--- src/rtl/pcie_pkt_parser_if.sv ---
// ------------------------------------------------------------------
// pcie_pkt_parser_if - inbound word, header and payload bundle. Rev 1.0
// ------------------------------------------------------------------
`default_nettype none

interface pcie_pkt_parser_if;
  logic [31:0] in_data;
  logic        in_valid;
  logic        in_ready;
  logic [31:0] hdr_cmd;
  logic [31:0] hdr_addr;
  logic [31:0] hdr_len;
  logic [31:0] hdr_param;
  logic        hdr_valid;
  logic        hdr_ready;
  logic [31:0] pay_data;
  logic        pay_valid;
  logic        pay_ready;
  logic        pay_last;
  logic        err_opcode;
  logic        err_len;
  logic [15:0] pkt_count;

  modport slave (
    input  in_data, in_valid, hdr_ready, pay_ready,
    output in_ready, hdr_cmd, hdr_addr, hdr_len, hdr_param, hdr_valid,
           pay_data, pay_valid, pay_last, err_opcode, err_len, pkt_count
  );

  modport master (
    output in_data, in_valid, hdr_ready, pay_ready,
    input  in_ready, hdr_cmd, hdr_addr, hdr_len, hdr_param, hdr_valid,
           pay_data, pay_valid, pay_last, err_opcode, err_len, pkt_count
  );
endinterface

`default_nettype wire

--- src/rtl/pcie_pkt_parser.sv ---
// ------------------------------------------------------------------
// pcie_pkt_parser - splits 4-word headers from pass-through payload. Rev 1.0
// ------------------------------------------------------------------
`default_nettype none

module pcie_pkt_parser #(
  parameter int MAX_LEN = 512
) (
  input  wire logic          pcie_clk,
  input  wire logic          pcie_rst_n,
  pcie_pkt_parser_if.slave   bus
);

  typedef enum logic [1:0] {
    S_HDR     = 2'd0,
    S_HOLD    = 2'd1,
    S_PAYLOAD = 2'd2
  } state_t;

  localparam logic [31:0] c_MAX_LEN = 32'(MAX_LEN);

  state_t      r_state;
  logic [1:0]  r_wcnt;
  logic [31:0] r_cmd;
  logic [31:0] r_addr;
  logic [31:0] r_len;
  logic [31:0] r_param;
  logic [31:0] r_remaining;
  logic        r_hdr_valid;
  logic        r_err_opcode;
  logic        r_err_len;
  logic [15:0] r_pkt_count;

  logic [7:0]  w_op;
  logic        w_op_ok;
  logic        w_has_pay;
  logic        w_len_bad;
  logic        w_in_payload;

  // Opcode and length come from words 0 and 2, already latched when word 3 lands.
  assign w_op         = r_cmd[31:24];
  assign w_op_ok      = (w_op >= 8'h01) && (w_op <= 8'h06);
  assign w_has_pay    = (w_op == 8'h01) || (w_op == 8'h02);
  assign w_len_bad    = w_has_pay && (r_len > c_MAX_LEN);
  assign w_in_payload = (r_state == S_PAYLOAD);

  assign bus.in_ready   = (r_state == S_HDR) || (w_in_payload && bus.pay_ready);
  assign bus.pay_valid  = w_in_payload && bus.in_valid;
  assign bus.pay_data   = w_in_payload ? bus.in_data : 32'd0;
  assign bus.pay_last   = w_in_payload && (r_remaining == 32'd1);
  assign bus.hdr_cmd    = r_cmd;
  assign bus.hdr_addr   = r_addr;
  assign bus.hdr_len    = r_len;
  assign bus.hdr_param  = r_param;
  assign bus.hdr_valid  = r_hdr_valid;
  assign bus.err_opcode = r_err_opcode;
  assign bus.err_len    = r_err_len;
  assign bus.pkt_count  = r_pkt_count;

  always_ff @(posedge pcie_clk or negedge pcie_rst_n) begin
    if (!pcie_rst_n) begin
      r_state      <= S_HDR;
      r_wcnt       <= 2'd0;
      r_cmd        <= 32'd0;
      r_addr       <= 32'd0;
      r_len        <= 32'd0;
      r_param      <= 32'd0;
      r_remaining  <= 32'd0;
      r_hdr_valid  <= 1'b0;
      r_err_opcode <= 1'b0;
      r_err_len    <= 1'b0;
      r_pkt_count  <= 16'd0;
    end else begin
      r_err_opcode <= 1'b0;
      r_err_len    <= 1'b0;
      case (r_state)
        S_HDR: begin
          if (bus.in_valid) begin
            case (r_wcnt)
              2'd0: r_cmd   <= bus.in_data;
              2'd1: r_addr  <= bus.in_data;
              2'd2: r_len   <= bus.in_data;
              2'd3: r_param <= bus.in_data;
              default: r_cmd <= bus.in_data;
            endcase
            // Counter wraps 3->0 so a rejected header restarts at word 0.
            r_wcnt <= r_wcnt + 2'd1;
            if (r_wcnt == 2'd3) begin
              if (!w_op_ok) begin
                r_err_opcode <= 1'b1;
              end else if (w_len_bad) begin
                r_err_len <= 1'b1;
              end else begin
                r_state     <= S_HOLD;
                r_hdr_valid <= 1'b1;
              end
            end
          end
        end
        S_HOLD: begin
          if (bus.hdr_ready) begin
            r_hdr_valid <= 1'b0;
            r_pkt_count <= r_pkt_count + 16'd1;
            if (w_has_pay && (r_len != 32'd0)) begin
              r_state     <= S_PAYLOAD;
              r_remaining <= r_len;
            end else begin
              r_state <= S_HDR;
            end
          end
        end
        S_PAYLOAD: begin
          if (bus.in_valid && bus.pay_ready) begin
            r_remaining <= r_remaining - 32'd1;
            if (r_remaining == 32'd1) begin
              r_state <= S_HDR;
            end
          end
        end
        default: r_state <= S_HDR;
      endcase
    end
  end

endmodule

`default_nettype wire

--- src/flat_wrapper.sv ---
// flat-port wrapper written by rule: the top's interface ports become plain ports
module pcie_pkt_parser_flat 
#(
  parameter int MAX_LEN = 512
)
  (pcie_clk, pcie_rst_n, bus_in_data, bus_in_valid, bus_hdr_ready, bus_pay_ready, bus_in_ready, bus_hdr_cmd, bus_hdr_addr, bus_hdr_len, bus_hdr_param, bus_hdr_valid, bus_pay_data, bus_pay_valid, bus_pay_last, bus_err_opcode, bus_err_len, bus_pkt_count);
  pcie_pkt_parser_if bus_i ();
  input  wire logic pcie_clk;
  input  wire logic pcie_rst_n;
  input wire logic [$bits(bus_i.in_data)-1:0] bus_in_data;
  input wire logic [$bits(bus_i.in_valid)-1:0] bus_in_valid;
  input wire logic [$bits(bus_i.hdr_ready)-1:0] bus_hdr_ready;
  input wire logic [$bits(bus_i.pay_ready)-1:0] bus_pay_ready;
  output wire logic [$bits(bus_i.in_ready)-1:0] bus_in_ready;
  output wire logic [$bits(bus_i.hdr_cmd)-1:0] bus_hdr_cmd;
  output wire logic [$bits(bus_i.hdr_addr)-1:0] bus_hdr_addr;
  output wire logic [$bits(bus_i.hdr_len)-1:0] bus_hdr_len;
  output wire logic [$bits(bus_i.hdr_param)-1:0] bus_hdr_param;
  output wire logic [$bits(bus_i.hdr_valid)-1:0] bus_hdr_valid;
  output wire logic [$bits(bus_i.pay_data)-1:0] bus_pay_data;
  output wire logic [$bits(bus_i.pay_valid)-1:0] bus_pay_valid;
  output wire logic [$bits(bus_i.pay_last)-1:0] bus_pay_last;
  output wire logic [$bits(bus_i.err_opcode)-1:0] bus_err_opcode;
  output wire logic [$bits(bus_i.err_len)-1:0] bus_err_len;
  output wire logic [$bits(bus_i.pkt_count)-1:0] bus_pkt_count;
  assign bus_i.in_data = bus_in_data;
  assign bus_i.in_valid = bus_in_valid;
  assign bus_i.hdr_ready = bus_hdr_ready;
  assign bus_i.pay_ready = bus_pay_ready;
  assign bus_in_ready = bus_i.in_ready;
  assign bus_hdr_cmd = bus_i.hdr_cmd;
  assign bus_hdr_addr = bus_i.hdr_addr;
  assign bus_hdr_len = bus_i.hdr_len;
  assign bus_hdr_param = bus_i.hdr_param;
  assign bus_hdr_valid = bus_i.hdr_valid;
  assign bus_pay_data = bus_i.pay_data;
  assign bus_pay_valid = bus_i.pay_valid;
  assign bus_pay_last = bus_i.pay_last;
  assign bus_err_opcode = bus_i.err_opcode;
  assign bus_err_len = bus_i.err_len;
  assign bus_pkt_count = bus_i.pkt_count;
  pcie_pkt_parser #(.MAX_LEN(MAX_LEN)) u_core (.pcie_clk(pcie_clk), .pcie_rst_n(pcie_rst_n), .bus(bus_i));
endmodule
--- config.mk ---
export PLATFORM = sky130hd
export DESIGN_NAME = pcie_pkt_parser_flat
export DESIGN_NICKNAME = d
export VERILOG_FILES = /design/src/rtl/pcie_pkt_parser_if.sv /design/src/rtl/pcie_pkt_parser.sv /design/src/flat_wrapper.sv
export SDC_FILE = /design/constraint.sdc
export NUM_CORES = 1
export LEC_CHECK = 0
export CAP_MARGIN = 20
export CORE_MARGIN = 2
export CORE_UTILIZATION = 40
export DETAILED_ROUTE_END_ITERATION = 7
export PLACE_DENSITY = 0.73
export RECOVER_POWER = 25
export SYNTH_ARGS = -nofsm -noshare
export SYNTH_HDL_FRONTEND = slang
export SYNTH_SLANG_ARGS = --single-unit
--- constraint.sdc ---
create_clock -name pcie_clk -period 3.3 [get_ports pcie_clk]
set_clock_uncertainty 0.15 [all_clocks]
set_input_delay 0.99 -clock pcie_clk [delete_from_list [all_inputs] [get_ports pcie_clk]]
set_output_delay 0.99 -clock pcie_clk [all_outputs]
set_load 0.03 [all_outputs]
Word-level counts from Yosys, hierarchy flattened
Index checks and enable logic that the tools add are counted. Widths: inputs -> output; s select.

Register bits: 183. Input port bits: 37. Output and inout bits: 182. Word-level logic and storage cells: 85.

Add/sub/neg operators: 3. $lt $le $gt $ge: 3. Eq/ne operators: 16. Muxes and demuxes: 29. Reduce and logical (&&, ||, !) cells: 23.

Operator list (count): $mux 32 (4); $pmux 32 s2 (1); $eq 32x1->1 const B (1); $gt 32x10->1 const B (1); $reduce_bool 32->1 (1); $sub 32x1->32 const B (1); $add 16x1->16 const B (1); $mux 2 (8); $mux 1 (14); $ne 2x2->1 const B (6); $reduce_and 3->1 (4); $eq 8x1->1 const B (1); $eq 8x2->1 const B (1); $ge 8x1->1 const B (1); $le 8x3->1 const B (1); $logic_and 1x1->1 (7); $reduce_and 7->1 (1); $eq 2x2->1 const B (3); $pmux 2 s3 (1); $reduce_and 6->1 (1); $eq 2x1->1 const B (2); $logic_not 2->1 (2); $ne 2x1->1 const B (2); $reduce_and 2->1 (2); other kinds (5) (7).

Logic depth before layout (Yosys ltp)
Gate-level depths: netlist (run 1).

Word-level depth: 8. Depth in mapped cells: 8. Depth with buffers taken out: 7.

Worst setup path after synthesis (run 1)
No wires, ideal clock.

Path type: reg-to-output. Start: register u_core.r_remaining[8]. End: output bus_pay_last. Arrival time: 2.353 ns. Data required time: 2.160 ns. Setup slack: -0.193 ns. Stages on the path, launching flop included: 5. Buffers on the path: 1. Path through: dfrtp_1 > or4_1 > buf_2 > or3_1 > nor4_1.

Longest elaborated chain between the ends: 2.

Ends and longest elaborated chain: from (decl) (line pcie_pkt_parser.sv:28) `logic [31:0] r_remaining;`; from (signal assigned) (line pcie_pkt_parser.sv:106) `r_remaining <= r_len;`; from (signal assigned) (line pcie_pkt_parser.sv:114) `r_remaining <= r_remaining - 32'd1;`; $eq 32x1->1 (line pcie_pkt_parser.sv:50) `assign bus.pay_last = w_in_payload && (r_remaining == 32'd1);`; $logic_and 1x1->1 (line pcie_pkt_parser.sv:50); to (decl) (line flat_wrapper.sv:22) `output wire logic [$bits(bus_i.pay_last)-1:0] bus_pay_last;`.

No other way between the ends.

Worst setup path in the final report (run 1)
Start: register u_core.r_remaining[14]. End: output bus_pay_last.

The elaborated chain is that of the path after synthesis.

==> flow_summary.toml, run 1 <==
[die]
io_pins = 219
coreArea_mm2 = 0.0202
initial_utilization_pct = 40.9
die-area_mm2 = 0.0218
rows = 52
fp.dieW_um = 148
die_h_um = 148

[routing]
firstDrtPassIters = 5
vias = 6413
finalWirelength_um = 22500
drc = 0
wl_per_cell_um = 18.7
drt_iter0_drc = 458
final_antenna_net_count = 0
viasPerCell = 5.33

[worst_setup_path]
reg2reg_slack_ns = 0.49
critPathRequiredTime_ns = 2.16
r2r-start = "u_core.r_remaining[0]"
worst_path_max_delay_cell = "or4_4"
r2r_cells = 7
crit_buf_inv = 2
critPathKind = "reg -> out"
max_stage_delay_ns = 0.54
cp.arrival_ns = 2.28
path_cells = "or4_4, or3_4, nor4_4, buf_4, buf_12"
r2r_end = "u_core.r_remaining[28]"
cp-start-kind = "flop"
cp_top_family = "simple AND/OR/NAND/NOR gates"
endpoint_kind = "output port"
crit_path_max_fanout = 3

[global_route]
track_usage_pct = 21.0
overflow = 0
antenna_found_initial = 0
grt_pass1_vias = 6620
grt_first_pass_wirelength_um = 36300
grt_max_degree = 62

[timing]
hold_violations = 0
min_period_over_period_pct = 104
tightest_slew_ns = 2.05
whs_ns = 0.329
rsz0062_at_grt = "true"
setup_ws_ns = -0.123
final_max_slew_viol_count = 47
slew-limit-headroom_pct = -36.5
clock.fmax_mhz = 292
timing.final.crit_period_ns = 3.42
setup_viol = 1

[final_layout]
final_layout_size_suffix_gt1_share_pct = 26.3
final_cell_mix = "182 x clkdlybuf4s50_1, 182 x dfrtp_1, 128 x mux2_2"
antennaDiodeCount = 0
area_growth_pct = 39.4
filler_cell_count = 1658
multi_input_area_mm2 = 0.00354
seq_area_mm2 = 0.00458
nets = 965

[synth]
syn_inst = 693
async_flop_share_pct = 100
synth_fp_nets = 737
synth_flop_cell = "dfrtp_1"
syn_area_per_cell_um2 = 11.9
ys.warnings.count = 0
synth_seq_area_share_pct = 55.4
synth_cell_type_count = 50
ys_ff_latch = 183
synth_edf_count = 0
syn_area_mm2 = 0.00827

[clock_tree]
cts_max_level = 4
cts_buffers = 17
cts_sinks = 183
tritoncts = "yes"
clock_latency_ns = 0.42
cts.reportedPaths.clkPinSlew_ns = 0.07
cts_buffer_depth = 2
cts-root-buf = "clkbuf_16"

[placed_design]
dpl_worst_slack_ns = 0.237
io_buffers = 218
gp_congestion = 0.869
dpl.hpwl_um = 15400

[pwr]
p_per_area_mw_per_mm2 = 1100
p_int_w = 0.00737
ir_drop_uv = 620
pwr-share-seq_pct = 32.2
power_switching_w = 0.00536
cellLeakagePower_nw = 4.80
power_w = 0.0127
switching_share_pct = 42.1
power_frac_clock_pct = 16.1
p_comb_share_pct = 51.7

[worst_hold_path]
worstHoldStart = "u_core.bus.pkt_count[15]"
hold_depth = 1
hold_class = "reg -> reg"
min_to = "u_core.bus.pkt_count[15]"

[run_status]
status = "finished with violations"
violations = "capacitance limit, slew limit, setup timing"

[flow_run]
drv_cap = 1
## Yosys cell counts, types with 3 or more instances
library cell  instances  share of area (%)
a22oi_1              11                1.0
and2_1               39                2.9
o211ai_1              3               0.27
nor4_1               19                1.4
o21ai_0              22                1.3
xnor2_1              14                1.5
o22ai_1               5               0.38
a211oi_1              4               0.36
nand3_1              14               0.85
nor3_1               21                1.3
xor2_1                3               0.32
dfrtp_1             183                 55
buf_1                 7               0.32
a32oi_1               3               0.32
or3_1                 5               0.38
clkbuf_1             35                1.6
a31oi_1              10               0.76
inv_1                11               0.50
a21oi_1              14               0.85
nand4_1               8               0.61
and4_1                3               0.32
a2bb2oi_1             7               0.74
nand2_1              17               0.77
o311ai_0              3               0.32
and3_1                7               0.53
ha_1                  7                1.1
o31ai_1              16                1.5
mux2_2              128                 17
o22a_1                4               0.42
nor2_1               44                2.0
## cell families after synthesis
| logic type | after synthesis | share of synthesized area (%) |
|---|---|---|
| and+or+nand+nor | 193 | 12.7 |
| DFF | 183 | 55.4 |
| muxes | 129 | 17.5 |
| AOI/OAI and AO/OA | 109 | 8.92 |
| buffers and inverters | 55 | 2.60 |
| xor gates and xnor gates | 17 | 1.80 |
| adders and majority gates | 7 | 1.06 |
## worst max-delay path by stage
stage	cells past startpoint	end	start
after floorplan	4	bus_pay_last	u_core.r_remaining[8]
after global placement	3	bus_pay_data[21]	bus_in_data[21]
after detailed placement	5	bus_pay_last	u_core.r_remaining[8]
after CTS	5	bus_pay_last	u_core.r_remaining[14]
after global routing	5	bus_pay_last	u_core.r_remaining[14]
final	5	bus_pay_last	u_core.r_remaining[14]
## routing by layer
layer / part of all wire, % / wire length [um] / track usage [%]
met5: 0 / 0 / 0
met4: 1.3 / 292 / 5.29
met3: 5.8 / 1300 / 5.80
met2: 50 / 11300 / 35.4
met1: 43 / 9590 / 26.9
## stage by stage
stage          setup TNS [ns]  instance area, um^2  utilization [%]  cells
4_1_cts               -0.0234                11500             57.0   1203
5_1_grt                 -5.33                11500             57.0   1203
2_1_floorplan               0                 8280                -    693
3_3_place_gp                0                10900             53.7   1164
3_5_place_dp                0                10900             53.7   1164
6_report               -0.123                11500             57.0   1203
## power groups by stage
stage	sequential (W)	clock [W]	combinational (W)
floorplan	0.00557	0	0.00228
detailed placement	0.00412	0	0.00650
finish	0.00411	0.00205	0.00658
global placement	0.00407	0	0.00643
CTS	0.00408	0.00209	0.00662
global route	0.00425	0.00219	0.00696
## state kept, by name, indices dropped and copies added (netlist names)
signal	flops
u_core.bus.err_len	1
u_core.bus.err_opcode	1
u_core.bus.hdr_addr	32
u_core.bus.hdr_cmd	32
u_core.bus.hdr_len	32
u_core.bus.hdr_param	32
u_core.bus.hdr_valid	1
u_core.bus.pkt_count	16
u_core.r_remaining	32
u_core.r_state	2
u_core.r_wcnt	2
## cell type report
| class | instances | share of cell area [%] |
|---|---|---|
| Clock buffer | 20 | 3.87 |
| Clock inverter | 11 | 1.22 |
| Inverter | 11 | 0.358 |
| Multi-Input combinational cell | 455 | 30.7 |
| Sequential cell | 183 | 39.7 |
| Tap cell | 270 | 2.93 |
| Timing Repair Buffer | 253 | 21.2 |
## what timing repair did
action,4_1_cts,5_1_grt
cloned,0,0
setup buffers,8,0
endpoints found under the setup margin,1,1
gates resized for setup,5,2
hold buffers,0,0
pin swaps,3,3
Note: power is estimated with default switching activity, not from simulation.
==> inputs of run 2 (changes only) <==
SETUP_SLACK_MARGIN = 0.5   (was not set)
==> flow_summary.toml, run 2 (synthesis gave the netlist of run 1 again) <==
[worst_setup_path]
max_stage_delay_ns = 0.41
path_cells = "nor4_2, buf_4, and3_1, nand4_1, nor4_4, buf_12"
crit_path_max_fanout = 5
cp_top_family = "simple AND/OR/NAND/NOR gates"
critPathKind = "reg -> out"
critPathRequiredTime_ns = 2.16
crit_buf_inv = 2
worst_path_max_delay_cell = "dfrtp_1"
endpoint_kind = "output port"
cp-start-kind = "flop"
cp.arrival_ns = 2.21

[pwr]
power_switching_w = 0.00540
pwr-share-seq_pct = 32.2
p_comb_share_pct = 51.6
p_per_area_mw_per_mm2 = 1110
ir_drop_uv = 528
power_frac_clock_pct = 16.2
switching_share_pct = 42.1
cellLeakagePower_nw = 4.90
p_int_w = 0.00742

[clock_tree]
cts_buffer_depth = 2
cts_sinks = 183
tritoncts = "yes"
cts-root-buf = "clkbuf_16"
cts_max_level = 4
cts.reportedPaths.clkPinSlew_ns = 0.07
clock_latency_ns = 0.43
ctsHoldBuffers = 0
cts_buffers = 17

[final_layout]
final_common_cell = "dfrtp_1"
final_layout_size_suffix_gt1_share_pct = 26.9
filler_cell_count = 1712
area_growth_pct = 40.0
seq_area_mm2 = 0.00458
multi_input_area_mm2 = 0.00355
antennaDiodeCount = 0
final_cell_mix = "182 x dfrtp_1, 144 x clkdlybuf4s50_1, 128 x mux2_2"
nets = 963

[die]
initial_utilization_pct = 40.9
coreArea_mm2 = 0.0202
die_h_um = 148
io_pins = 219
fp.dieW_um = 148
rows = 52
die-area_mm2 = 0.0218

[routing]
final_antenna_net_count = 0
drc = 0
firstDrtPassIters = 4
vias = 6453
finalWirelength_um = 22800
drt_iter0_drc = 445
wl_per_cell_um = 18.9
viasPerCell = 5.37

[timing]
whs_ns = 0.326
rsz0062_at_grt = "true"
setup_tns_ns = -0.0534
final_max_slew_viol_count = 33
setup_ws_ns = -0.0534
hold_violations = 0
tightest_slew_ns = 1.84
clock.fmax_mhz = 298
slew-limit-headroom_pct = -22.9
setup_viol = 1
min_period_over_period_pct = 102
timing.final.crit_period_ns = 3.35

[placed_design]
gp_congestion = 0.864
io_buffers = 218
dpl.hpwl_um = 16000

[run_status]
status = "finished with violations"
violations = "capacitance limit, slew limit, setup timing"

[global_route]
overflow = 0
grt_max_degree = 66
antenna_found_initial = 0
grt_pass1_vias = 6315
track_usage_pct = 20.8
grt_first_pass_wirelength_um = 35800

[worst_hold_path]
hold_class = "reg -> reg"

[flow_run]
drv_cap = 1
[run 2: cell types whose count changed in the layout (fill, tap and decap cells not counted), moves of 2 or more]
| cell | change |
|---|---|
| clkdlybuf4s50_1 | -38 |
| dlygate4sd2_1 | +33 |
| buf_4 | -10 |
| buf_12 | +5 |
| and2_1 | -3 |
| and2_4 | +3 |
| clkdlybuf4s15_1 | +3 |
| clkinv_4 | +3 |
| clkinvlp_4 | -3 |
| buf_6 | +2 |
| clkinv_2 | +2 |
| dlymetal6s2s_1 | +2 |
[run 2: through the flow]
step	setup slack, ns	area, um^2	power (W)	util (%)	cells
after floorplan	0.390	8290	0.00786	-	693
after global placement	0.214	11000	0.0106	54.1	1167
after detailed placement	0.219	11000	0.0107	54.1	1167
after CTS	-0.0809	11500	0.0128	57.1	1200
after global routing	-0.180	11600	0.0135	57.2	1202
final	-0.0534	11600	0.0128	57.2	1202
[run 2: final cells by class]
class,count,share of cell area (%)
tap,270,2.92
multi-input combinational,455,30.7
inverter,11,0.357
clock inverter,12,1.23
sequential,183,39.6
timing repair buffer,251,21.3
clock buffer,20,3.94
[run 2: power by group through the flow]
stage                     clock network, W  logic [W]  registers (W)
after floorplan                          0    0.00229        0.00557
after global placement                   0    0.00650        0.00409
after detailed placement                 0    0.00658        0.00414
after CTS                          0.00211    0.00662        0.00411
after global routing               0.00221    0.00698        0.00426
final                              0.00207    0.00662        0.00413
[run 2: final timing paths]
path,start,endpoint,slack [ns],cells past startpoint
worst max-delay path,u_core.r_remaining[25],bus_pay_last,-0.05,6
worst min-delay path,u_core.bus.pkt_count[15],u_core.bus.pkt_count[15],0.33,1
worst max register to register,u_core.r_remaining[8],u_core.r_remaining[29],0.62,6
worst min register to register,u_core.bus.pkt_count[15],u_core.bus.pkt_count[15],0.33,1
max in group asynchronous,pcie_rst_n,u_core.r_state[1],0.34,2
min in group asynchronous,pcie_rst_n,u_core.bus.hdr_cmd[16],0.91,1
[run 2: worst register-to-register path: stages (launching register included)]
cell       delay [ns]
dfrtp_1          0.40
or4_4            0.55
buf_4            0.19
or3_4            0.41
or4_4            0.51
a211oi_2         0.23
a2bb2oi_1        0.17
[run 2: routing by layer]
layer	routed length, um	global-route usage [%]	share of wire, %	up-vias
met3	1300	5.71	5.7	25
met1	9860	27.4	43	3248
met4	484	6.63	2.1	0
met5	0	0	0	-
li1	-	-	-	2992
met2	11100	33.5	49	188
[run 2: what timing repair did]
item                       in CTS  in global routing
gates cloned                    0                  1
setup endpoints to repair      38                 28
gates resized for setup        47                  7
pin swaps                       1                  0
buffers inserted                1                  1
